File: config.mk
export PLATFORM = sky130hd
export DESIGN_NAME = axis_fifo_buffer
export DESIGN_NICKNAME = d
export VERILOG_FILES = /design/src/rtl/axis_fifo_buffer.sv
export SDC_FILE = /design/constraint.sdc
export NUM_CORES = 1
export LEC_CHECK = 0
export ABC_AREA = 0
export CORE_MARGIN = 8
export CORE_UTILIZATION = 40
export CTS_CLUSTER_DIAMETER = 120
export DETAILED_ROUTE_END_ITERATION = 6
export SLEW_MARGIN = 20
export SYNTH_ARGS = -nofsm -noshare
export SYNTH_HDL_FRONTEND = slang
export SYNTH_SLANG_ARGS = --single-unit
File: constraint.sdc
create_clock -name clk -period 2.3 [get_ports clk]
set_input_delay 0.345 -clock clk [delete_from_list [all_inputs] [get_ports clk]]
set_output_delay 0.345 -clock clk [all_outputs]
set_load 0.01 [all_outputs]
File: src/rtl/axis_fifo_buffer.sv
// -----------------------------------------------------------------------------
// axis_fifo_buffer
//
// DEPTH-entry AXI-Stream FIFO. Accepts and delivers one beat per clock with
// simultaneous push and pop, and reports its fill level. With FRAME_MODE=1 the
// head beat is withheld until a complete frame (tlast) is stored, except when
// the FIFO fills without any tlast, in which case it drains in cut-through so
// the upstream cannot deadlock.
//
// Ports
//   clk, rst_n              clock (rising edge), asynchronous active-low reset
//   s_tdata/s_tlast/s_tuser input beat, stored as one entry
//   s_tvalid / s_tready     input handshake; s_tready = !full (registered state)
//   m_tdata/m_tlast/m_tuser head-of-queue beat (zero while empty)
//   m_tvalid / m_tready     output handshake
//   level                   entries stored, 0..DEPTH
//   full / empty            level == DEPTH / level == 0
// -----------------------------------------------------------------------------
module axis_fifo_buffer #(
    parameter int DATA_WIDTH = 8,
    parameter int USER_WIDTH = 1,
    parameter int DEPTH      = 4,
    parameter int FRAME_MODE = 0,
    localparam int LW        = $clog2(DEPTH + 1)
) (
    input  logic                  clk,
    input  logic                  rst_n,
    input  logic [DATA_WIDTH-1:0] s_tdata,
    input  logic                  s_tvalid,
    input  logic                  s_tlast,
    input  logic [USER_WIDTH-1:0] s_tuser,
    output logic                  s_tready,
    output logic [DATA_WIDTH-1:0] m_tdata,
    output logic                  m_tvalid,
    output logic                  m_tlast,
    output logic [USER_WIDTH-1:0] m_tuser,
    input  logic                  m_tready,
    output logic [LW-1:0]         level,
    output logic                  full,
    output logic                  empty
);

    localparam int PW = (DEPTH > 1) ? $clog2(DEPTH) : 1;
    localparam logic [LW-1:0] LEVEL_MAX = LW'(DEPTH);
    localparam logic [PW-1:0] PTR_LAST  = PW'(DEPTH - 1);

    typedef struct packed {
        logic [USER_WIDTH-1:0] user;
        logic                  last;
        logic [DATA_WIDTH-1:0] data;
    } beat_t;

    beat_t          mem [DEPTH];
    beat_t          head;
    logic [PW-1:0]  wr_ptr_q, rd_ptr_q;
    logic [LW-1:0]  level_q, level_d;
    logic [LW-1:0]  frame_cnt_q, frame_cnt_d;
    logic           escape_q, escape_d;
    logic           push, pop;
    logic           push_last, pop_last;
    logic           frame_ok;

    // Pointers wrap explicitly so DEPTH need not be a power of two.
    function automatic logic [PW-1:0] ptr_inc(input logic [PW-1:0] p);
        return (p == PTR_LAST) ? '0 : p + PW'(1);
    endfunction

    // Status comes from registered level only, so s_tready has no path
    // from m_tready: a pop while full does not open the input that cycle.
    assign full     = (level_q == LEVEL_MAX);
    assign empty    = (level_q == '0);
    assign level    = level_q;
    assign s_tready = !full;

    assign push      = s_tvalid & s_tready;
    assign pop       = m_tvalid & m_tready;
    assign head      = mem[rd_ptr_q];
    assign push_last = push & s_tlast;
    assign pop_last  = pop & head.last;

    // Head beat is read from storage at rd_ptr; a write can never hit that
    // entry while it is presented because writes are blocked when full.
    // Forcing zero while empty keeps the unreset storage off the outputs.
    assign m_tdata  = empty ? '0 : head.data;
    assign m_tlast  = empty ? 1'b0 : head.last;
    assign m_tuser  = empty ? '0 : head.user;
    assign m_tvalid = !empty & frame_ok;

    // In frame mode the head is released when a whole frame is stored, when
    // full (no room left for the tlast), or while draining a frame that
    // escaped that way. escape_q keeps the drain going after the first pop
    // drops the FIFO below full, until the frame's tlast leaves or it empties.
    always_comb begin
        // NOTE: every signal written here gets a default first; a path that
        // leaves one unassigned would infer a latch.
        frame_ok = 1'b1;
        if (FRAME_MODE != 0) begin
            frame_ok = (frame_cnt_q != '0) | full | escape_q;
        end
    end

    always_comb begin
        level_d = level_q;
        case ({push, pop})
            2'b10:   level_d = level_q + LW'(1);
            2'b01:   level_d = level_q - LW'(1);
            default: level_d = level_q;
        endcase

        frame_cnt_d = frame_cnt_q;
        case ({push_last, pop_last})
            2'b10:   frame_cnt_d = frame_cnt_q + LW'(1);
            2'b01:   frame_cnt_d = frame_cnt_q - LW'(1);
            default: frame_cnt_d = frame_cnt_q;
        endcase

        escape_d = escape_q;
        if (level_d == '0 || pop_last) begin
            escape_d = 1'b0;
        end else if (full && frame_cnt_q == '0) begin
            escape_d = 1'b1;
        end
    end

    always_ff @(posedge clk or negedge rst_n) begin
        // NOTE: sequential state uses non-blocking assignments so every
        // register samples the pre-edge values regardless of statement order.
        if (!rst_n) begin
            wr_ptr_q    <= '0;
            rd_ptr_q    <= '0;
            level_q     <= '0;
            frame_cnt_q <= '0;
            escape_q    <= 1'b0;
        end else begin
            if (push) wr_ptr_q <= ptr_inc(wr_ptr_q);
            if (pop)  rd_ptr_q <= ptr_inc(rd_ptr_q);
            level_q     <= level_d;
            frame_cnt_q <= frame_cnt_d;
            escape_q    <= escape_d;
        end
    end

    // NOTE: storage is deliberately not reset; occupancy is tracked by the
    // pointers and level, and stale entries are never presented.
    always_ff @(posedge clk) begin
        if (push) begin
            mem[wr_ptr_q] <= '{user: s_tuser, last: s_tlast, data: s_tdata};
        end
    end

endmodule
# After elaboration in Yosys (flattened, before gate mapping)

Memories as Yosys holds them, arrays and structs flattened.
Index checks and enable logic that the tools add are counted.

Bits in registers: 7
Bits in latches: 0
Bits in writable memories: 40
ROM bits: 0
Output and inout bits: 17
Memories: 1

Add/subtract/negate cells: 4
$mul: 0
Div/mod/pow operators: 0
Order comparisons: 0
Equal/unequal tests: 5
Shift operators: 0
Multiplexer cells: 8
Bitwise logic cells: 2
Reductions and logical operators: 4

Memory list:

| memory | depth | bits a word | read ports | clocked after memory_dff | write ports | line | source |
|---|---|---|---|---|---|---|---|
| mem    | 4     | 10          | 1          | 0                        | 1           | 53   | `beat_t mem [DEPTH];` |

Operators with widths:

| cell                  | number |
|---|---|
| $mux W8               | 1 |
| $eq A2 B2 Y1 const B  | 3 |
| $pmux W3 S2           | 1 |
| $add A2 B1 Y2 const B | 2 |
| $mux W1               | 4 |
| $mux W2               | 2 |
| $add A3 B1 Y3 const B | 1 |
| $eq A3 B3 Y1 const B  | 1 |
| $logic_not A3 Y1      | 1 |
| $sub A3 B1 Y3 const B | 1 |
| $and A1 B1 Y1         | 2 |
| $eq A2 B1 Y1 const B  | 1 |
| $logic_not A1 Y1      | 2 |
| $reduce_bool A2 Y1    | 1 |

# Depth between registers and ports, before layout

Depth in word-level cells: 5
Mapped depth: 11

# Worst setup path before layout

Ideal clock, no wire load.

Path kind: reg-to-reg
Start point: register level_q[0] (netlist: level[0])
End point: register level_q[2] (netlist: level[2])
Setup time: 79 ps
Data arrival time: 1,922 ps
Data required time: 2,221 ps
Slack: 299 ps
Stages on the path, launching flop included: 12
Buffers on the path: 0
Path through: dfrtp_1 inv_1 nand3_1 inv_1 nor2b_2 inv_1 ha_1 inv_1 fa_1 xor2_1 nor2_1 xor2_1

Word-level cells in the longest chain between the ends: 5
Elaborated cells between the ends (all ways): 12

RTL lines:

| element                                           | line | source |
|---|---|---|
| from (decl)                                       | 56   | `logic [LW-1:0] level_q, level_d;` |
| from (signal assigned)                            | 137  | `level_q <= level_d;` |
| $eq A3 B3 Y1 (*)                                  | 70   | `assign full = (level_q == LEVEL_MAX);` |
| $logic_not A1 Y1 (*)                              | 73   | `assign s_tready = !full;` |
| net s_tready                                      | 32   | `output logic s_tready,` |
| $and A1 B1 Y1 (*)                                 | 75   | `assign push = s_tvalid & s_tready;` |
| $eq A2 B1 Y1 or $eq A2 B2 Y1 (tied branches)      | 104  | `case ({push, pop})` |
| $pmux W3 S2 or $reduce_bool A2 Y1 (tied branches) | --   |  |

Mark *: on every way through the listed nets, which the timed path passes. The rest lies on a longest branch.
A chain may end at the register's enable or synchronous reset.

# Worst setup path after layout

Start point: register rd_ptr_q[0]
End point: output port m_tuser

Word-level cells in the longest chain between the ends: 2

RTL lines:

| element                | line | source |
|---|---|---|
| from (decl)            | 55   | `logic [PW-1:0] wr_ptr_q, rd_ptr_q;` |
| from (signal assigned) | 136  | `if (pop) rd_ptr_q <= ptr_inc(rd_ptr_q);` |
| $mem_v2 Z4 W10         | --   |  |
| $mux W1                | 86   | `assign m_tuser = empty ? '0 : head.user;` |
| to (decl)              | 36   | `output logic [USER_WIDTH-1:0] m_tuser,` |

Every way passes these cells.

==> impl_metrics.py <==
metrics = {
    "sta": {
        "setup_viol": 0,
        "fmax_ghz": 0.460,
        "slew_violations": 0,
        "finalCritPeriodShare_pct": 94.4,
        "finClkSkew_ps": 5.11,
        "rsz0062_at_grt": "no",
        "fin_tns_setup_ps": 0,
        "tightest_slew_ps": 401,
        "final_hold_viol_count": 0,
        "layout_min_cycle_time_ps": 2170,
        "slew_headroom_pct": 73.2,
        "hold_slack_ps": 339,
    },
    "yosys": {
        "ys_types": 21,
        "syn-instance-count": 104,
        "synth_flop_cell": "edfxtp_1",
        "synth_top_cell_area_share_pct": 60.7,
        "synth_top_cell_by_area": "edfxtp_1",
        "synthesis.nets": 125,
        "synth_edf_count": 40,
        "async_flop_share_pct": 14.9,
        "synth.area.top_cells": "edfxtp_1, mux4_2, dfrtp_1",
        "ys_seq_area_share_pct": 69.5,
        "netlist_top_cells_count": "edfxtp_1, and2_1, mux4_2",
        "synth_area_sq_um": 1980,
        "synth-seq-cells": 47,
        "yosysMostFrequentCell": "edfxtp_1",
        "syn_area_per_cell_sq_um": 19.0,
        "yosysWarningCount": 0,
    },
    "setup_path": {
        "worstSetupStartpointType": "flip-flop",
        "crit_type": "flip-flop to output port",
        "worstPathArrival_ps": 1830,
        "r2r_start": "level[0]",
        "critPathRequiredTime_ps": 1960,
        "cp-startpoint": "rd_ptr_q[0]",
        "critPathCaptureType": "output port",
        "cp_max_fo": 3,
    },
    "routing": {
        "viasPerCell": 4.61,
        "num_vias": 991,
        "wl_per_cell_microns": 16.3,
        "drt_first_pass_iters": 4,
        "ant_nets": 0,
        "drcViolationCount": 0,
        "drt_iter0_markers": 42,
        "drt_wl_total_microns": 3500,
    },
    "cts": {
        "cts-htree-levels": 2,
        "clkLatencyLatePin_ps": 290,
        "root_buffer": "clkbuf_8",
        "cts.sinks": 47,
        "cts_tree": "built",
        "clockBufferDepth": 2,
        "hold_buffers": 0,
        "clk_pin_slew_ps": 80,
        "cts_made_buffers": 5,
    },
    "global_routing": {
        "use_met3_pct": 3.88,
        "grt_pass1_vias": 1089,
        "busiest_layer": "met2",
        "gr-total-overflow": 0,
        "met1_usage_pct": 11.5,
        "met2_usage_pct": 17.4,
        "grt_pass1_wl_microns": 5660,
        "grt_max_degree": 15,
        "grt_usage_pct": 10.3,
        "antenna_found_initial": 0,
    },
    "layout": {
        "final.fill_count": 418,
        "syn2layout_area_growth_pct": 26.4,
        "drive_above_1_share_pct": 24.3,
        "nNetsFinal": 168,
        "seqCellArea_sq_um": 1380,
        "num_antenna_cells": 0,
        "multi_input_area_sq_um": 544,
        "fin_area_sq_um": 2500,
    },
    "place": {
        "portBuffers": 30,
        "dpl.hpwl_microns": 2440,
        "dpl-instance-area_sq_um": 2380,
        "gp_congestion": 0.734,
    },
    "die": {
        "core_sq_um": 4750,
        "pin_count": 31,
        "die_h_microns": 86.3,
        "die-area_sq_um": 7460,
        "num_rows": 25,
        "initial_core_util_pct": 41.6,
        "die_w_microns": 86.3,
    },
    "worst_hold_path": {
        "hold_class": "input port to asynchronous set/reset pin",
    },
    "pwr": {
        "p_per_area_nw_per_um2": 1260,
        "p_leak_nw": 0.944,
        "vdd_drop_max_mv": 0.607,
        "finalPower_mw": 3.14,
    },
    "run": {
        "maxCapViolations": 0,
    },
    "status": {
        "outcome": "completed",
    },
}
==> state kept, by name, indices dropped and copies added, names as in the netlist <==
signal and flops:
rd_ptr_q 2, wr_ptr_q 2, mem 40, level 3
==> cell type report <==
type,count,share of cell area (%)
sequential,47,55.0
multi-input combinational,46,21.8
timing repair buffer,39,14.3
tap,67,3.35
clock buffer,5,2.75
clock inverter,3,1.55
inverter,8,1.20
==> layout by cell type, fill, tap and decap left out, types with 2 or more instances in the layout <==
master           Yosys  final
clkbuf_8             0      5
edfxtp_1            40     40
and2_1              12     12
mux2_4               2      2
xor2_1               2      2
mux2_2               2      2
dfrtp_1              7      6
buf_4                0      8
and2_2               2      2
inv_1                8      8
dlygate4sd2_1        0     10
mux4_2              10     10
ha_1                 6      6
clkdlybuf4s50_1      0     20
nor2_1               3      3
==> kinds of logic after synthesis <==
kind of cell | synth area share [%]
adders and majority gates | 4.80
and+or+nand+nor | 6.83
DFF | 69.5
muxes | 14.5
buffers and inverters | 2.97
xor gates and xnor gates | 1.33
==> power breakdown <==
| group | switching (mW) | internal (mW) | leakage [nW] |
|---|---|---|---|
| clock network | 0.261 | 0.318 | 0.0556 |
| registers | 0.123 | 1.15 | 0.448 |
| logic | 0.548 | 0.744 | 0.440 |
==> per-layer routing <==
metal / wire [microns] / part of all wire, %
met5: 0 / 0
met4: 36 / 1.0
met3: 126 / 3.6
met2: 1840 / 53
met1: 1500 / 43
==> worst max-delay path: stages, from the launching register on <==
cell           delay [ps]
dfrtp_1               370
buf_6                 110
buf_4                 110
mux4_2                480
and2_2                190
dlygate4sd2_1         280
==> worst paths after layout <==
check | end | slack [ps] | cells after the start
max in group asynchronous | rd_ptr_q[1] | 1660 | 1
setup reg to reg | level[2] | 280 | 8
min in group clk | level[2] | 520 | 1
hold reg to reg | level[2] | 520 | 1
hold / removal | wr_ptr_q[0] | 340 | 1
setup / recovery | m_tuser | 130 | 5
==> metrics by stage <==
step | cells | utilization (%) | worst slack (ps)
3_5_place_dp | 204 | 50.1 | 213
3_3_place_gp | 204 | 50.1 | 235
5_1_grt | 215 | 52.6 | 31.4
6_report | 215 | 52.6 | 128
2_1_floorplan | 104 | - | 299
4_1_cts | 213 | 52.3 | 24.5
==> timing repair <==
action,CTS,global route
gates resized for setup,12,0
buffers inserted,1,2
pin swaps,0,0
setup endpoints to repair,10,1
Note: power is estimated with default switching activity, not from simulation.
==> variant 1, RTL diff (config.mk and constraints unchanged) <==
`DEPTH`: 4 -> 2.
--- a/src/rtl/axis_fifo_buffer.sv
+++ b/src/rtl/axis_fifo_buffer.sv
@@ -20,5 +20,5 @@
     parameter int DATA_WIDTH = 8,
     parameter int USER_WIDTH = 1,
-    parameter int DEPTH      = 4,
+    parameter int DEPTH      = 2,
     parameter int FRAME_MODE = 0,
     localparam int LW        = $clog2(DEPTH + 1)
Interface: changed (resized level); port bits go from 31 to 30. The function was not compared with the original's and may differ.
==> variant 1 against the original RTL <==
Sequential power is 44% lower; power down 43%; setup slack improved by 0.12 ns; clock skew decreased by 0.0044 ns; synthesized area down 51%; final area fell by 46%; wire length down 52%; sequential cell count down 23; synthesized cell count down 41%; largest cell class unchanged.
==> variant 1: results (changes against the original RTL) <==
Final Wtd Congestion = 0.678 (was 0.734)
Peak VDD IR = 0.815 mV (was 0.607 mV)
M1 WL = 730 um (was 1.50 mm)
status = completed (unchanged)
Mapped Nets = 76 (was 125)
vias in the first global route = 605 (was 1089)
Routed wire per std cell = 13.5 um (was 16.3 um)
Worst R2R Setup Slack = 0.76 ns (was 0.28 ns)
Fillers = 186 (was 418)
IO buf count = 29 (was 30)
first-pass GRT wire length = 2.73 mm (was 5.66 mm)
mux cell area share after synthesis = 10.4% (was 14.5%)
DP Area = 1290 sq um (was 2380 sq um)
clock-pin slew on the worst setup and hold paths = 0.12 ns (was 0.08 ns)
Post-Synth Adder-Cell Area = 1.30% (was 4.80%)
1st-iter DRT viols = 13 (was 42)
hold_ws = 0.228 ns (was 0.339 ns)
via count = 574 (was 991)
CP max FO = 13 (was 3)
Slew @ Worst Pin = 0.488 ns (was 0.401 ns)
Pre-antenna DRT Iters = 2 (was 4)
list of most frequent post-synthesis cells = 20 x edfxtp_1, 13 x nor2_1, 10 x mux2i_1 (was 40 x edfxtp_1, 12 x and2_1, 10 x mux4_2)
layout cell share with drive strength beyond 1 = 10.5% (was 24.3%)
Setup Skew = 0.000711 ns (was 0.00511 ns)
routed wl met3 = 134 um (was 126 um)
Place WS = 0.399 ns (was 0.213 ns)
Top Layer Used = met4 (unchanged)
TritonCTS Buffers = 3 (was 5)
sequential cell area fraction in the yosys report = 72.9% (was 69.5%)
H-tree depth reported by CTS = 1 (was 2)
compound-gate portion of the synthesized area = 0% (unchanged)
ranking of synthesized cells by area = edfxtp_1 63%, dfrtp_1 10%, mux2i_1 10%, nor2_1 5.1%, xnor2_1 2.7% (was edfxtp_1 61%, mux4_2 11%, dfrtp_1 8.8%, and2_1 3.8%, ha_1 3.8%)
EDFF count, synth = 20 (was 40)
DP Wirelength = 1.21 mm (was 2.44 mm)
Synth Area in XOR/XNOR = 4.56% (was 1.33%)
FFs w/ async S/R, synth = 16.7% (was 14.9%)
post-synth cell types = 13 (was 21)
met2 wire length = 785 um (was 1.84 mm)
Worst R2R Path Depth = 6 (was 8)
Highest Clock Rate = 0.487 GHz (was 0.460 GHz)
max reg flops = 20 (was 40)
reg2reg end = level[1] (was level[2])
Leakage = 0.000528 uW (was 0.000944 uW)
# nets final = 111 (was 168)
root cell of the clock tree = clkbuf_4 (was clkbuf_8)
reg2reg start = level[1] (was level[0])
-- variant 1: final cells by class --
class	instances	area, sq um	share of cell area, %
clock buffers	3	22.5	1.67
clock inverters	1	30.0	2.23
inverters	2	7.51	0.557
multi-input cells	33	238	17.6
flip-flops and latches	24	702	52.1
well taps	28	35.0	2.60
repair buffers	32	313	23.2
-- variant 1: routing by layer --
metal | GRT usage (%) | up-vias
li1 | - | 281
met5 | 0 | -
met4 | 2.45 | 0
met3 | 3.78 | 2
met1 | 9.35 | 274
met2 | 13.3 | 17
-- variant 1: worst max-delay path, stage by stage, from the launching register on --
cell and delay (ns):
dfrtp_1 0.48, nor2_1 0.08, buf_4 0.19, nor2_1 0.12, clkdlybuf4s50_1 0.54
-- variant 1: power by group --
| group | switching [uW] | internal (uW) | total (uW) | leakage (uW) |
|---|---|---|---|---|
| registers | 104 | 606 | 711 | 0.000231 |
| clock network | 117 | 176 | 293 | 0.0000279 |
| logic | 333 | 461 | 793 | 0.000269 |
| total | 554 | 1240 | 1800 | 0.000528 |
-- variant 1: worst max-delay path by stage --
stage | startpoint | end
after floorplan | level[0] | mem[0][0]
after global routing | level[1] | m_tuser
after CTS | rd_ptr_q | m_tdata[2]
after detailed placement | rd_ptr_q | m_tdata[2]
final | level[1] | m_tuser
after global placement | rd_ptr_q | m_tdata[2]
-- variant 1: repair_timing --
| action | in CTS | in global routing |
|---|---|---|
| hold endpoints to repair | 0 | 0 |
| buffers inserted | 0 | 0 |
| gates resized for setup | 0 | 1 |
| endpoints found under the setup margin | 0 | 8 |
| hold buffers | 0 | 0 |
==> variant 2, RTL diff (config.mk and constraints unchanged) <==
Made on the original files. Reset style: synchronous (`rst_n`), changed in one clocked block. Comments in the files are not updated.
--- a/src/rtl/axis_fifo_buffer.sv
+++ b/src/rtl/axis_fifo_buffer.sv
@@ -123,5 +123,5 @@
     end
 
-    always_ff @(posedge clk or negedge rst_n) begin
+    always_ff @(posedge clk) begin
         // NOTE: sequential state uses non-blocking assignments so every
         // register samples the pre-edge values regardless of statement order.
Function: differs if rst_n is asserted again (counterexample within 4 cycles, from zero or initial values and one cycle with rst_n low); with rst_n held inactive, the same outputs for 10 cycles.
==> variant 2 against the original RTL <==
Utilization is 1.1 points lower; first-iteration DRC count is 9.5% lower; largest power group is now registers; die area is 1.3% higher; sequential cell count is 2 higher; final area is 2.4% higher; count of clock-buffer cells in the layout is 3 higher; power is 13% lower; synthesized area is 1.6% higher; cell count is 7.0% higher; combinational power is 15% lower; wire length is 1.0% higher; maximum frequency is 0.89% lower; setup slack worse by 0.019 ns.
==> variant 2: results (changes against the original RTL) <==
largest net degree at the start of global routing = 14 (was 15)
CP Data Arrival Time = 2.41 ns (was 1.83 ns)
list of most frequent post-synthesis cells = 40 x edfxtp_1, 10 x mux4_2, 10 x nor2b_1 (was 40 x edfxtp_1, 12 x and2_1, 10 x mux4_2)
Final Wtd Congestion = 0.698 (was 0.734)
Synth Area in XOR/XNOR = 0.871% (was 1.33%)
Place WS = 0.0679 ns (was 0.213 ns)
Routed WL = 3.54 mm (was 3.50 mm)
Max-Slew Margin vs Limit = 75.6% (was 73.2%)
layout cell share with drive strength beyond 1 = 21.3% (was 24.3%)
Hold/Removal Path Class = reg -> reg (was in -> async)
yosys warns = 0 (unchanged)
delay-heaviest family, CP = simple AND/OR/NAND/NOR gates (was buffers and inverters)
1st-iter DRT viols = 38 (was 42)
post_cts resized = 0 (was 12)
post-synth cell types = 27 (was 21)
Leakage = 0.00102 uW (was 0.000944 uW)
status = completed (unchanged)
first-pass GRT wire length = 5.52 mm (was 5.66 mm)
mux cell area share after synthesis = 11.7% (was 14.5%)
slowest stage cell, crit path = or3b_1 (was mux4_2)
postcts setup bufs = 0 (was 1)
compound-gate portion of the synthesized area = 1.99% (was 0%)
# nets final = 180 (was 168)
CP max FO = 6 (was 3)
via count = 1087 (was 991)
Routed wire per std cell = 15.4 um (was 16.3 um)
Global Route Usage Sum = 9.89% (was 10.3%)
FFs w/ async S/R, synth = 0% (was 14.9%)
DP Wirelength = 2.49 mm (was 2.44 mm)
Setup Skew = 0.00291 ns (was 0.00511 ns)
Mapped Nets = 142 (was 125)
sequential cell area fraction in the yosys report = 68.7% (was 69.5%)
Avg Cell Area, Syn = 16.6 sq um (was 19.0 sq um)
Inst Count DP = 222 (was 204)
ranking of synthesized cells by area = edfxtp_1 60%, mux4_2 11%, dfxtp_1 9.0%, ha_1 3.7%, nor2b_1 3.1% (was edfxtp_1 61%, mux4_2 11%, dfrtp_1 8.8%, and2_1 3.8%, ha_1 3.8%)
[variant 2: cell count changes after synthesis, sizes merged, moves of 3 or more]
cell	delta
and2	-12
dfxtp	+9
nor2b	+9
dfrtp	-7
nand2	+6
o21ai	+5
and3	+4
mux2	-4
clkbuf	+3
[variant 2: worst paths after layout]
check,startpoint,end,slack [ns],depth (start not counted)
setup / recovery,level[0],level[2],0.11,9
hold / removal,wr_ptr_q[1],wr_ptr_q[1],0.50,2
setup reg to reg,level[0],level[2],0.11,9
hold reg to reg,wr_ptr_q[1],wr_ptr_q[1],0.50,2
[variant 2: per-stage QoR]
step | instance area (sq um) | hold slack, ns | util (%)
6_report | 2560 | 0.500 | 51.5
5_1_grt | 2560 | 0.521 | 51.5
4_1_cts | 2540 | 0.507 | 51.0
3_5_place_dp | 2460 | 0.496 | 49.4
3_3_place_gp | 2460 | 0.497 | 49.4
2_1_floorplan | 2040 | 0.444 | -
[variant 2: final cells by class]
type	instances	area, sq um	area share (%)
sequential	49	1390	54.2
multi-input combinational	58	588	22.9
timing repair buffer	36	383	14.9
tap	70	87.6	3.42
clock buffer	8	80.1	3.12
inverter	9	33.8	1.32
[variant 2: logic make-up (layout without fill, tap and decap cells)]
logic type,Yosys count,after routing
xor+xnor,2,2
fa+ha+maj,7,7
compound gates,7,7
buf+inv,14,53
simple gates,31,31
mux,11,11
flops,49,49
[variant 2: power breakdown]
part / switching (uW) / total [uW] / leakage (uW) / internal (uW)
Clock: 245 / 461 / 0.0000395 / 216
Combinational: 487 / 1100 / 0.000534 / 616
Sequential: 67.7 / 1160 / 0.000443 / 1090
[variant 2: per-layer routing]
layer | track usage (%) | up-vias | part of all wire, %
met5 | 0 | - | 0
met4 | 3.76 | 0 | 1.2
met3 | 3.87 | 4 | 5.9
met2 | 17.0 | 30 | 49
met1 | 10.7 | 532 | 43
li1 | - | 521 | -
[variant 2: worst register-to-register path, cell delays in order, from the launching register on]
cell	delay [ns]
dfxtp_4	0.37
or3b_1	0.39
and2_4	0.16
inv_2	0.07
ha_4	0.14
inv_2	0.04
fa_2	0.35
xor2_1	0.18
or3_4	0.32
a21boi_1	0.11
